<file path="config.mk">
export PLATFORM = sky130hd
export DESIGN_NAME = mem_stage
export DESIGN_NICKNAME = d
export VERILOG_FILES = /design/src/rtl/mem_stage.sv
export SDC_FILE = /design/constraint.sdc
export NUM_CORES = 1
export LEC_CHECK = 0
export BUFFER_PORTS_ARGS = -buffer_cell sky130_fd_sc_hd__buf_2
export CAP_MARGIN = 20
export CORE_ASPECT_RATIO = 1.4
export CORE_UTILIZATION = 35
export CTS_CLUSTER_SIZE = 24
export DETAILED_ROUTE_END_ITERATION = 6
export PLACE_DENSITY = 0.65
export SYNTH_ARGS = -nofsm -noshare
export SYNTH_HDL_FRONTEND = slang
export SYNTH_SLANG_ARGS = --single-unit
</file>
<file path="constraint.sdc">
create_clock -name clk -period 4.8 [get_ports clk]
set_input_delay 0.24 -clock clk [delete_from_list [all_inputs] [get_ports clk]]
set_output_delay 0.24 -clock clk [all_outputs]
set_load 0.005 [all_outputs]
</file>
<file path="src/rtl/mem_stage.sv">
// mem_stage: memory-access stage of the 5-stage pipeline.
// Consumes the EX/MEM register, runs the data-memory req/ack handshake for
// loads and stores, stalls the front of the pipeline while an access is
// outstanding, and presents a registered MEM/WB bundle (bubbles while stalled).
//
// state | meaning
// ------+-------------------------------------------------------------
// IDLE  | no access outstanding; non-memory ops retire in one cycle
// BUSY  | dmem_req held high, waiting for dmem_ack or the abort timeout
module mem_stage #(
  parameter int N       = 32,
  parameter int TIMEOUT = 15
) (
  input  logic         clk,
  input  logic         rst,
  input  logic [2:0]   MEM_in,
  input  logic [1:0]   WB_in,
  input  logic [N-1:0] Alu_in,
  input  logic [N-1:0] Writedata_in,
  input  logic [4:0]   loadreg_in,
  output logic         stall,
  output logic         dmem_req,
  output logic         dmem_we,
  output logic [N-1:0] dmem_addr,
  output logic [N-1:0] dmem_wdata,
  input  logic [N-1:0] dmem_rdata,
  input  logic         dmem_ack,
  output logic [1:0]   WB_out,
  output logic [N-1:0] Readdata,
  output logic [N-1:0] Alu_out,
  output logic [4:0]   loadregout,
  output logic         err
);

  // Counter only ever reaches TIMEOUT-1, so this width leaves headroom and
  // the counter is never allowed to wrap.
  localparam int CW = $clog2(TIMEOUT + 1);
  localparam logic [CW-1:0] CNT_LAST = CW'(TIMEOUT - 1);

  typedef enum logic {
    IDLE = 1'b0,
    BUSY = 1'b1
  } state_t;

  state_t        state;
  logic [CW-1:0] cnt;
  logic          acc;
  logic          last;
  logic          unused_branch;

  // Branch bit travels with the control bundle but has no role in this stage.
  assign unused_branch = MEM_in[2];

  // Any read or write needs the handshake; read+write together is a write.
  assign acc  = MEM_in[1] | MEM_in[0];
  assign last = (cnt == CNT_LAST);

  // Stall is released in the retiring cycle (ack or abort) so the next
  // instruction enters on the same edge, giving no dead cycles.
  always_comb begin
    stall = 1'b0;
    if (!rst) begin
      if (state == IDLE) stall = acc;
      else               stall = !dmem_ack && !last;
    end
  end

  // Handshake FSM together with the registered MEM/WB bundle and memory port.
  always_ff @(posedge clk or posedge rst) begin
    if (rst) begin
      state      <= IDLE;
      cnt        <= '0;
      dmem_req   <= 1'b0;
      dmem_we    <= 1'b0;
      dmem_addr  <= '0;
      dmem_wdata <= '0;
      WB_out     <= '0;
      Readdata   <= '0;
      Alu_out    <= '0;
      loadregout <= '0;
      err        <= 1'b0;
    end else begin
      // Inputs are held stable during a stall, so tracking them every edge
      // leaves these fields correct when the instruction finally retires.
      Alu_out    <= Alu_in;
      loadregout <= loadreg_in;
      case (state)
        IDLE: begin
          Readdata <= '0;
          if (acc) begin
            WB_out     <= 2'b00;
            dmem_req   <= 1'b1;
            dmem_we    <= MEM_in[0];
            dmem_addr  <= Alu_in;
            dmem_wdata <= Writedata_in;
            cnt        <= '0;
            state      <= BUSY;
          end else begin
            WB_out <= WB_in;
          end
        end
        BUSY: begin
          if (dmem_ack) begin
            // An ack in the final allowed cycle still completes normally.
            WB_out   <= WB_in;
            Readdata <= dmem_we ? '0 : dmem_rdata;
            dmem_req <= 1'b0;
            state    <= IDLE;
          end else if (last) begin
            // Abort: squash the instruction and flag the lost access.
            err      <= 1'b1;
            WB_out   <= 2'b00;
            Readdata <= '0;
            dmem_req <= 1'b0;
            state    <= IDLE;
          end else begin
            WB_out   <= 2'b00;
            Readdata <= '0;
            cnt      <= cnt + 1'b1;
          end
        end
        default: begin
          state    <= IDLE;
          dmem_req <= 1'b0;
        end
      endcase
    end
  end

endmodule

</file>
# Word-level counts from Yosys, hierarchy flattened
# Cells that the tools add are included.
# word_totals
regBits,143
input_bits,109
out_inout_bits,139
# classes
add_sub_neg,1
n_eq_ne,5
muxes,20
bitwise,3
n_reduce_logical,7
# ops
cell,n
$mux W32,2
$pmux W32 S2,1
$mux W4,3
$mux W1,8
$pmux W4 S2,1
$ne A2 B2 Y1 const B,3
$reduce_and A3 Y1,2
$add A4 B1 Y4 const B,1
$eq A4 B4 Y1 const B,1
$mux W2,2
$pmux W1 S2,2
$pmux W2 S2,1
$reduce_and A2 Y1,2
$ne A3 B2 Y1 const B,1
$logic_not A1 Y1,2
$not A1 Y1,2
$logic_and A1 B1 Y1,1
$or A1 B1 Y1,1

# Logic depth before layout (Yosys ltp)
# Gate-level depths: netlist (run 1).
# depth
depth_word,5
ltp_mapped,6
ltp_nobuf,5

# Worst setup path after synthesis (run 1)
# OpenSTA, ideal clock, no wires.
# synth_path
path_type,register to output
startpoint,register cnt[0]
endpoint,output port stall
arrival_ns,1.067
required_ns,4.560
setup_slack_ns,3.493
path_stages_with_launch,7
path_cell_list,dfrtp_1 > inv_1 > ha_1 > nand3_1 > nand2b_1 > buf_2 > a21oi_1
# synth_between
elab_chain_len,5
# synth_lines
element,line,rtl
from (decl),46,logic [CW-1:0] cnt;
from (signal assigned),119,cnt <= cnt + 1'b1;
$eq A4 B4 Y1,56,assign last = (cnt == CNT_LAST);
$logic_not A1 Y1,64,else stall = !dmem_ack && !last;
$logic_and A1 B1 Y1,64,
$mux W1,63,if (state == IDLE) stall = acc;
$mux W1,62,if (!rst) begin
to (decl),21,"output logic stall,"
# No other way between the ends.

# Final worst setup path (run 1)
# layout_path
startpoint,register state
endpoint,output port stall
# layout_between
elab_chain_len,2
# layout_lines
element,line,rtl
from (decl),45,state_t state;
from (signal assigned),71,state <= IDLE;
from (signal assigned),97,state <= BUSY;
from (signal assigned),108,state <= IDLE;
$mux W1,63,
$mux W1,62,
# No other way between the ends.

==> flow_summary.json, run 1 <==
{
  "initial_core_util": 0.3602,
  "p_per_area_nw_per_um2": 515.1,
  "period_share": 0.4514,
  "seqCellArea_sq_um": 3578,
  "hold_ws_ns": 0.002023,
  "cp-end-kind": "output port",
  "chipHeight_um": 144.2,
  "grt_max_degree": 94,
  "drc_errors": 0,
  "cts_tree": "done",
  "gp_congestion": 0.7286,
  "crit_family": "buffers and inverters",
  "cp.required_ns": 4.56,
  "cp_slowest_stage_delay_ns": 0.44,
  "first_pass_iters": 3,
  "syn_inst": 280,
  "place_inst": 703,
  "ys_types": 25,
  "layout_min_cycle_time_ns": 2.167,
  "cts_made_buffers": 17,
  "cp_max_fo": 24,
  "ant_nets": 0,
  "syn-num-nets": 391,
  "multiInputGateArea_sq_um": 1320,
  "seq_area_frac_synth": 0.7077,
  "fin_setup_tns_ns": 0,
  "rsz0062_at_grt": "false",
  "antenna_found_initial": 1,
  "ys_warn_count": 0,
  "skew_ns": 0.01217,
  "die_width_um": 103.6,
  "ys_ff_latch": 143,
  "cts_root_buf": "clkbuf_16",
  "dp_hpwl_um": 7860,
  "critPathBufInv": 2,
  "worstSetupStartpointType": "flop",
  "antenna_cells": 0,
  "finalSetupViolations": 0,
  "grt_usage": 0.1560,
  "grt_pass1_wl_um": 17970,
  "htree_levels": 4,
  "slowest_stage": "dfrtp_1",
  "layout-area-overhead-vs-synth_pct": 45.93,
  "drtIter0Drc": 93,
  "grt_pass1_vias": 3659,
  "syn_area_sq_um": 5056,
  "finalHoldViolCount": 0,
  "slew-limit-headroom": 0.3836,
  "leakage_nw": 3.909,
  "cap_violations": 0,
  "arrival_ns": 1.93,
  "viasPerCell": 4.345,
  "syn_area_per_cell_sq_um": 18.06,
  "nets": 685,
  "worst_slew_pin_slew_ns": 0.9222,
  "critPathKind": "flop to output port",
  "clock_latency_ns": 0.40,
  "ir_drop_mv": 0.2052,
  "num_rows": 51,
  "clkSinkCount": 143,
  "path_clk_slew_ns": 0.06,
  "hold_class": "input pin to asynchronous set/reset pin",
  "io_buffers": 246,
  "core_sq_um": 14040,
  "dieArea_sq_um": 14940,
  "cts_setup_buffers": 0,
  "avgRoutedWirePerCell_um": 14.76,
  "clk_path_buf_depth": 2,
  "final_core_util": 0.5256,
  "num_vias": 3350,
  "dpl_worst_slack_ns": 2.479,
  "drive_gt1_frac": 0.5990,
  "fin_cells": 771,
  "setup_slack_ns": 2.633,
  "crit_chain": "o21bai_4 -> buf_4 -> a21oi_1 -> buf_2",
  "fmax_mhz": 461.5,
  "ioPinCount": 248,
  "drt-total-wl_um": 11380,
  "slew_violations": 0,
  "status": "complete, no violations",
  "overflow": 0,
  "fillerInstances": 1213
}
-- layout make-up --
class,count,share of cell area
clock inverter,13,0.02238
tap,185,0.03137
clock buffer,18,0.05952
sequential,143,0.4850
timing repair buffer,287,0.2211
multi-input combinational,123,0.1789
inverter,2,0.001696
-- kinds of logic (layout without fill, tap and decap cells) --
| family | count (synthesis) | count (layout) | share of synthesized area |
|---|---|---|---|
| simple gates | 46 | 46 | 0.05419 |
| compound gates | 7 | 7 | 0.01287 |
| buf+inv | 14 | 320 | 0.03118 |
| fa+ha+maj | 2 | 2 | 0.004948 |
| mux | 68 | 68 | 0.1891 |
| flops | 143 | 143 | 0.7077 |
-- placed cells by master (no fill, tap or decap), types with 3 or more instances in the layout --
master,synthesis,final
buf_2,1,246
dfrtp_1,143,143
mux2_4,51,51
dlygate4sd3_1,0,37
and2_1,32,32
clkbuf_16,0,17
mux2_2,16,16
clkinvlp_4,0,4
buf_4,1,4
nand2_1,3,3
nor2_1,3,3
bufinv_16,0,3
clkinv_4,0,3
-- stage by stage --
step / power, mW / area, sq um
after floorplan: 2.131 / 5056
after global placement: 2.443 / 6404
after detailed placement: 2.475 / 6404
after CTS: 3.853 / 7378
after global routing: 3.995 / 7378
final: 3.800 / 7378
-- worst paths after layout --
path                            cells past startpoint  slack [ns]           end      startpoint
worst max-delay path                                4        2.63         stall           state
worst min-delay path                                2       0.002  dmem_addr[0]             rst
worst max register to register                      3        2.74  dmem_addr[6]           state
worst min register to register                      1        0.48           err             err
max in group asynchronous                           3        3.61  Readdata[20]             rst
min in group clk                                    2        0.03  Readdata[26]  dmem_rdata[26]
-- synth_stat cells, drive strengths merged --
master | count | share of area
dfrtp | 143 | 0.71
mux2 | 67 | 0.19
and2 | 32 | 0.040
buf | 9 | 0.027
clkbuf | 3 | 0.0022
nand2 | 3 | 0.0022
nor2 | 3 | 0.0022
a21oi | 2 | 0.0020
a32o | 2 | 0.0040
and3 | 2 | 0.0025
ha | 2 | 0.0049
inv | 2 | 0.0015
nand2b | 2 | 0.0025
nand3 | 2 | 0.0020
o21bai | 2 | 0.0052
a31o | 1 | 0.0017
mux2i | 1 | 0.0020
nor2b | 1 | 0.0012
nor4bb | 1 | 0.0020
-- worst register-to-register path: cells and delay by family (launching register included) --
kind                   cells  cell delay [ns]
DFF                        1             0.44
buffers and inverters      1             0.64
AOI/OAI and AO/OA          1             0.44
muxes                      1             0.42
-- where the power goes --
part	leakage, nW	total [mW]	internal [mW]	switching (mW)
logic	1.88	0.863	0.532	0.330
clock network	0.284	1.33	0.830	0.504
registers	1.74	1.60	1.47	0.138
-- metal layers --
metal | vias up | GRT usage | routed length [um]
li1 | 1521 | - | -
met1 | 1655 | 0.1780 | 4532
met2 | 161 | 0.2685 | 5961
met3 | 11 | 0.05273 | 738
met4 | 2 | 0.06560 | 129
met5 | - | 0 | 17
-- flip-flops by register name, summed over array words and instances, names as in the netlist --
name / count
err: 1
Readdata: 32
dmem_req: 1
cnt: 4
dmem_we: 1
state: 1
Alu_out: 32
WB_out: 2
dmem_addr: 32
dmem_wdata: 32
loadregout: 5
-- what timing repair did --
item	4_1_cts	5_1_grt
hold endpoints to repair	37	0
hold buffers	37	0
gates resized for setup	0	0
(Power assumes the default switching activity.)
==> inputs of run 2 (changes only) <==
clock period = 2.15 ns   (was 4.8 ns; I/O delays follow)
==> run 2 against run 1 <==
Non-clock buffer count up 69. Total power up 120%. Final cell count up 8.9%. Sequential share of layout area down 4.0 points. Global-route usage up 1.9 points. Sequential power up 120%. Via count up 9.6%. Hold slack better by 0.11 ns. Sequential cell count unchanged. First-iteration DRC count down 27%. Clock-buffer cell count up 2. Highest routed layer is now met4. Die area unchanged. Largest power group unchanged.
==> flow_summary.json, run 2 (synthesized netlist as in run 1, its figures left out) <==
{
  "status": "complete, no violations",
  "design_area_sq_um": 8049,
  "num_vias": 3670,
  "initial_core_util": 0.3602,
  "drtIter0Drc": 68,
  "die_width_um": 103.6,
  "mostFrequentLayoutCells": "246 x buf_2, 143 x dfrtp_1, 105 x dlygate4sd3_1, 51 x mux2_4, 32 x and2_1",
  "dieArea_sq_um": 14940,
  "fin_setup_tns_ns": 0,
  "htree_levels": 4,
  "antenna_cells": 0,
  "cap_violations": 0,
  "cts_root_buf": "clkbuf_16",
  "finalHoldViolCount": 0,
  "cts_resized": 0,
  "finalSetupViolations": 0,
  "clk_path_buf_depth": 2,
  "critPathKind": "flop to output port",
  "drive_gt1_frac": 0.5374,
  "first_pass_iters": 4,
  "layout_min_cycle_time_ns": 1.806,
  "overflow": 0,
  "grt_pass1_vias": 4050,
  "layout_commonest_cell": "buf_2",
  "placed_area_sq_um": 6447,
  "rsz0062_at_grt": "false",
  "period_share": 0.8402,
  "cp.required_ns": 2.04,
  "fmax_mhz": 553.6,
  "hold_class": "input pin to flop",
  "layout-area-overhead-vs-synth_pct": 59.19,
  "clock_latency_ns": 0.40,
  "grt_max_degree": 73,
  "dp_hpwl_um": 7884,
  "ioPinCount": 248,
  "cts_made_buffers": 17,
  "skew_ns": 0.007197,
  "avgRoutedWirePerCell_um": 15.29,
  "core_sq_um": 14040,
  "cts_tree": "done",
  "slew_violations": 0,
  "arrival_ns": 1.70,
  "ant_nets": 0,
  "cp-end-kind": "output port",
  "cp_max_fo": 7,
  "slew-limit-headroom": 0.7186,
  "gp_congestion": 0.7352,
  "path_clk_slew_ns": 0.06,
  "worst_slew_pin_slew_ns": 0.4222,
  "drt-total-wl_um": 12840,
  "leakage_nw": 4.184,
  "chipHeight_um": 144.2,
  "io_buffers": 246,
  "cts_setup_buffers": 0,
  "num_rows": 51,
  "nets": 754,
  "hold_ws_ns": 0.1157,
  "viasPerCell": 4.369,
  "worstSetupStartpointType": "flop",
  "ctsHoldBuffers": 105,
  "p_per_area_nw_per_um2": 1040,
  "grt_pass1_wl_um": 20110,
  "clkSinkCount": 143,
  "drc_errors": 0,
  "antenna_found_initial": 0,
  "ir_drop_mv": 0.6483,
  "grt_usage": 0.1746
}
run 2: cell types whose count changed in the layout (fill, tap and decap cells not counted), moves of 2 or more:
cell           before  now
buf_12              0    3
clkbuf_8            1    3
dlygate4sd3_1      37  105
buf_4               4    2
bufinv_16           3    0
run 2: stage by stage:
stage / util / instances / worst slack (ns) / power, mW
final: 0.5734 / 840 / 0.3435 / 8.370
after global routing: 0.5734 / 840 / 0.2269 / 8.788
after CTS: 0.5734 / 840 / 0.2884 / 8.441
after detailed placement: 0.4593 / 704 / 0.6483 / 5.540
after global placement: 0.4593 / 704 / 0.6697 / 5.468
after floorplan: - / 280 / 0.2514 / 4.759
run 2: path summary, 6_finish.rpt:
kind                           from            end  slack [ns]  cells past startpoint
min                        dmem_ack            err        0.12                      3
min in group asynchronous       rst  dmem_wdata[2]        0.40                      4
min reg2reg                     err            err        0.48                      1
max reg2reg                   state  dmem_addr[12]        0.61                      3
max in group asynchronous       rst  dmem_addr[14]        1.42                      4
max                          cnt[0]          stall        0.34                      6
run 2: final cells by class:
type,count,area [sq um]
fillers,1108,5989
flip-flops and latches,143,3578
repair buffers,356,2357
multi-input cells,123,1320
clock buffers,20,466.7
well taps,185,231.5
clock inverters,11,83.83
inverters,2,11.26
run 2: routing by layer:
metal,track usage,part of all wire,up-vias
met2,0.3190,0.54,162
li1,-,-,1665
met5,0,0,-
met1,0.1838,0.37,1813
met4,0.1030,0.031,0
met3,0.04191,0.056,30
run 2: worst max-delay path, cell delays in order, from the launching register on:
cell and delay (ns):
dfrtp_1 0.41, inv_1 0.06, ha_1 0.19, nand3_1 0.13, nand2b_1 0.19, a21oi_1 0.18, buf_2 0.13
run 2: power breakdown:
part           internal [mW]  switching (mW)  leakage (nW)
combinational           1.28           0.790          2.18
sequential              3.27           0.319          1.74
clock                   1.57            1.14         0.261
==> inputs of run 3 (changes only) <==
clock period = 1.9 ns   (was 2.15 ns; I/O delays follow)
==> run 3 against run 2 <==
Final area up 0.67%. Clock power up 23%. Setup slack lost 0.19 ns. First-iteration DRC count increased by 44%. Clock skew shrank 0.00081 ns. Utilization increased by 0.38 points. Routed wire length decreased by 1.9%. Non-clock buffer count stayed put. Sequential share of layout area down 0.30 points. Critical endpoint unchanged. Highest routed layer unchanged.
==> flow_summary.json, run 3 (synthesized netlist as in run 1, its figures left out) <==
{
  "status": "complete, no violations",
  "num_vias": 3670,
  "ff2ff_setup_slack_ns": 0.40,
  "cp-startpoint": "cnt[0]",
  "cts_made_buffers": 17,
  "cp_max_fo": 7,
  "worstSetupStartpointType": "flop",
  "mostFrequentLayoutCells": "246 x buf_2, 143 x dfrtp_1, 105 x dlygate4sd3_1, 51 x mux2_4, 32 x and2_1",
  "ant_nets": 0,
  "io_buffers": 246,
  "hold_class": "input pin to flop",
  "grt_usage": 0.1748,
  "placed_area_sq_um": 6447,
  "first_pass_iters": 6,
  "combPwrFrac": 0.240,
  "clkSinkCount": 143,
  "min_path_cells": 3,
  "slew-limit-headroom": 0.6535,
  "r2r-start": "state",
  "layout-area-overhead-vs-synth_pct": 60.26,
  "fin_setup_tns_ns": 0,
  "cp-end-kind": "output port",
  "power.share.sequential": 0.418,
  "layout_min_cycle_time_ns": 1.750,
  "core_sq_um": 14040,
  "drive_gt1_frac": 0.5374,
  "htree_levels": 4,
  "place_inst": 704,
  "dieArea_sq_um": 14940,
  "period_share": 0.9213,
  "die_width_um": 103.6,
  "skew_ns": 0.006388,
  "antenna_found_initial": 0,
  "rsz0062_at_grt": "false",
  "drt-total-wl_um": 12600,
  "grt_max_degree": 70,
  "chipHeight_um": 144.2,
  "gp_congestion": 0.7629,
  "num_rows": 51,
  "cts_tree": "done",
  "ioPinCount": 248,
  "overflow": 0,
  "arrival_ns": 1.66,
  "clk_path_buf_depth": 2,
  "ir_drop_mv": 0.7869,
  "layout_commonest_cell": "buf_2",
  "path_clk_slew_ns": 0.06,
  "intPower_mw": 7.259,
  "switching_share": 0.2530,
  "power_switching_mw": 2.459,
  "clockPowerShare": 0.342,
  "finalHoldViolCount": 0,
  "clock_latency_ns": 0.41,
  "worstHoldEndpoint": "cnt[1]",
  "antenna_cells": 0,
  "r2r_cells": 3,
  "drtIter0Drc": 98,
  "avgRoutedWirePerCell_um": 15.00,
  "nets": 754,
  "viasPerCell": 4.369,
  "dp_hpwl_um": 7841,
  "critPathKind": "flop to output port",
  "p_per_area_nw_per_um2": 1199,
  "fin_cells": 840,
  "timing.rr.end": "dmem_addr[0]",
  "initial_core_util": 0.3602,
  "cap_violations": 0,
  "design_area_sq_um": 8103,
  "grt_pass1_wl_um": 19980,
  "min_from": "dmem_ack",
  "finalSetupViolations": 0,
  "slew_violations": 0,
  "cp.required_ns": 1.80,
  "grt_pass1_vias": 4084,
  "drc_errors": 0,
  "worst_slew_pin_slew_ns": 0.5186,
  "leakage_nw": 4.219,
  "fmax_mhz": 571.3,
  "cts_root_buf": "clkbuf_16"
}
## run 3: stage by stage
step                        util  hold WS [ns]  total power, mW  setup WS, ns
after global placement    0.4593        0.1657            6.186        0.4003
final                     0.5772        0.1210            9.718        0.1495
after detailed placement  0.4593        0.1703            6.267        0.4105
after CTS                 0.5770       0.09465            9.808       0.04594
after global routing      0.5772        0.1111            10.21       0.02575
after floorplan                -        0.1264            5.385       0.01394
## run 3: metal layers
metal / up-vias / GRT usage / wire length (um)
met1: 1805 / 0.1887 / 4830
met5: - / 0 / 0
met2: 169 / 0.3020 / 6550
met4: 0 / 0.1045 / 417
li1: 1662 / - / -
met3: 34 / 0.05588 / 801
## run 3: cell type report
type,count,area (sq um)
Fill cell,1095,5936
Sequential cell,143,3578
Timing Repair Buffer,356,2357
Multi-Input combinational cell,123,1323
Clock buffer,23,498.0
Tap cell,185,231.5
Clock inverter,8,103.9
Inverter,2,11.26
## run 3: worst max-delay path by stage
stage          slack, ns  cells after the start           end
5_1_grt             0.03                      6         stall
3_5_place_dp        0.41                      3  dmem_addr[0]
4_1_cts             0.05                      6         stall
2_1_floorplan       0.01                      1    Alu_out[0]
6_report            0.15                      6         stall
3_3_place_gp        0.40                      3  dmem_addr[5]
## run 3: critical path: stages (launching register included)
cell and delay (ns):
dfrtp_1 0.41, inv_1 0.06, ha_1 0.20, nand3_1 0.14, nand2b_2 0.15, a21oi_1 0.16, buf_2 0.12
## run 3: repair_timing
| action | CTS | global route |
|---|---|---|
| resized for setup | 0 | 1 |
| setup buffers | 0 | 0 |
| endpoints found under the setup margin | 0 | 1 |
| hold endpoints to repair | 156 | 0 |
| hold buffers | 105 | 0 |
## run 3: power groups by stage
stage | clock network (mW) | logic [mW] | registers [mW]
2_1_floorplan | 0 | 1.25 | 4.14
3_3_place_gp | 0 | 2.13 | 4.06
3_5_place_dp | 0 | 2.17 | 4.09
4_1_cts | 3.40 | 2.35 | 4.06
5_1_grt | 3.54 | 2.53 | 4.14
6_report | 3.32 | 2.34 | 4.06
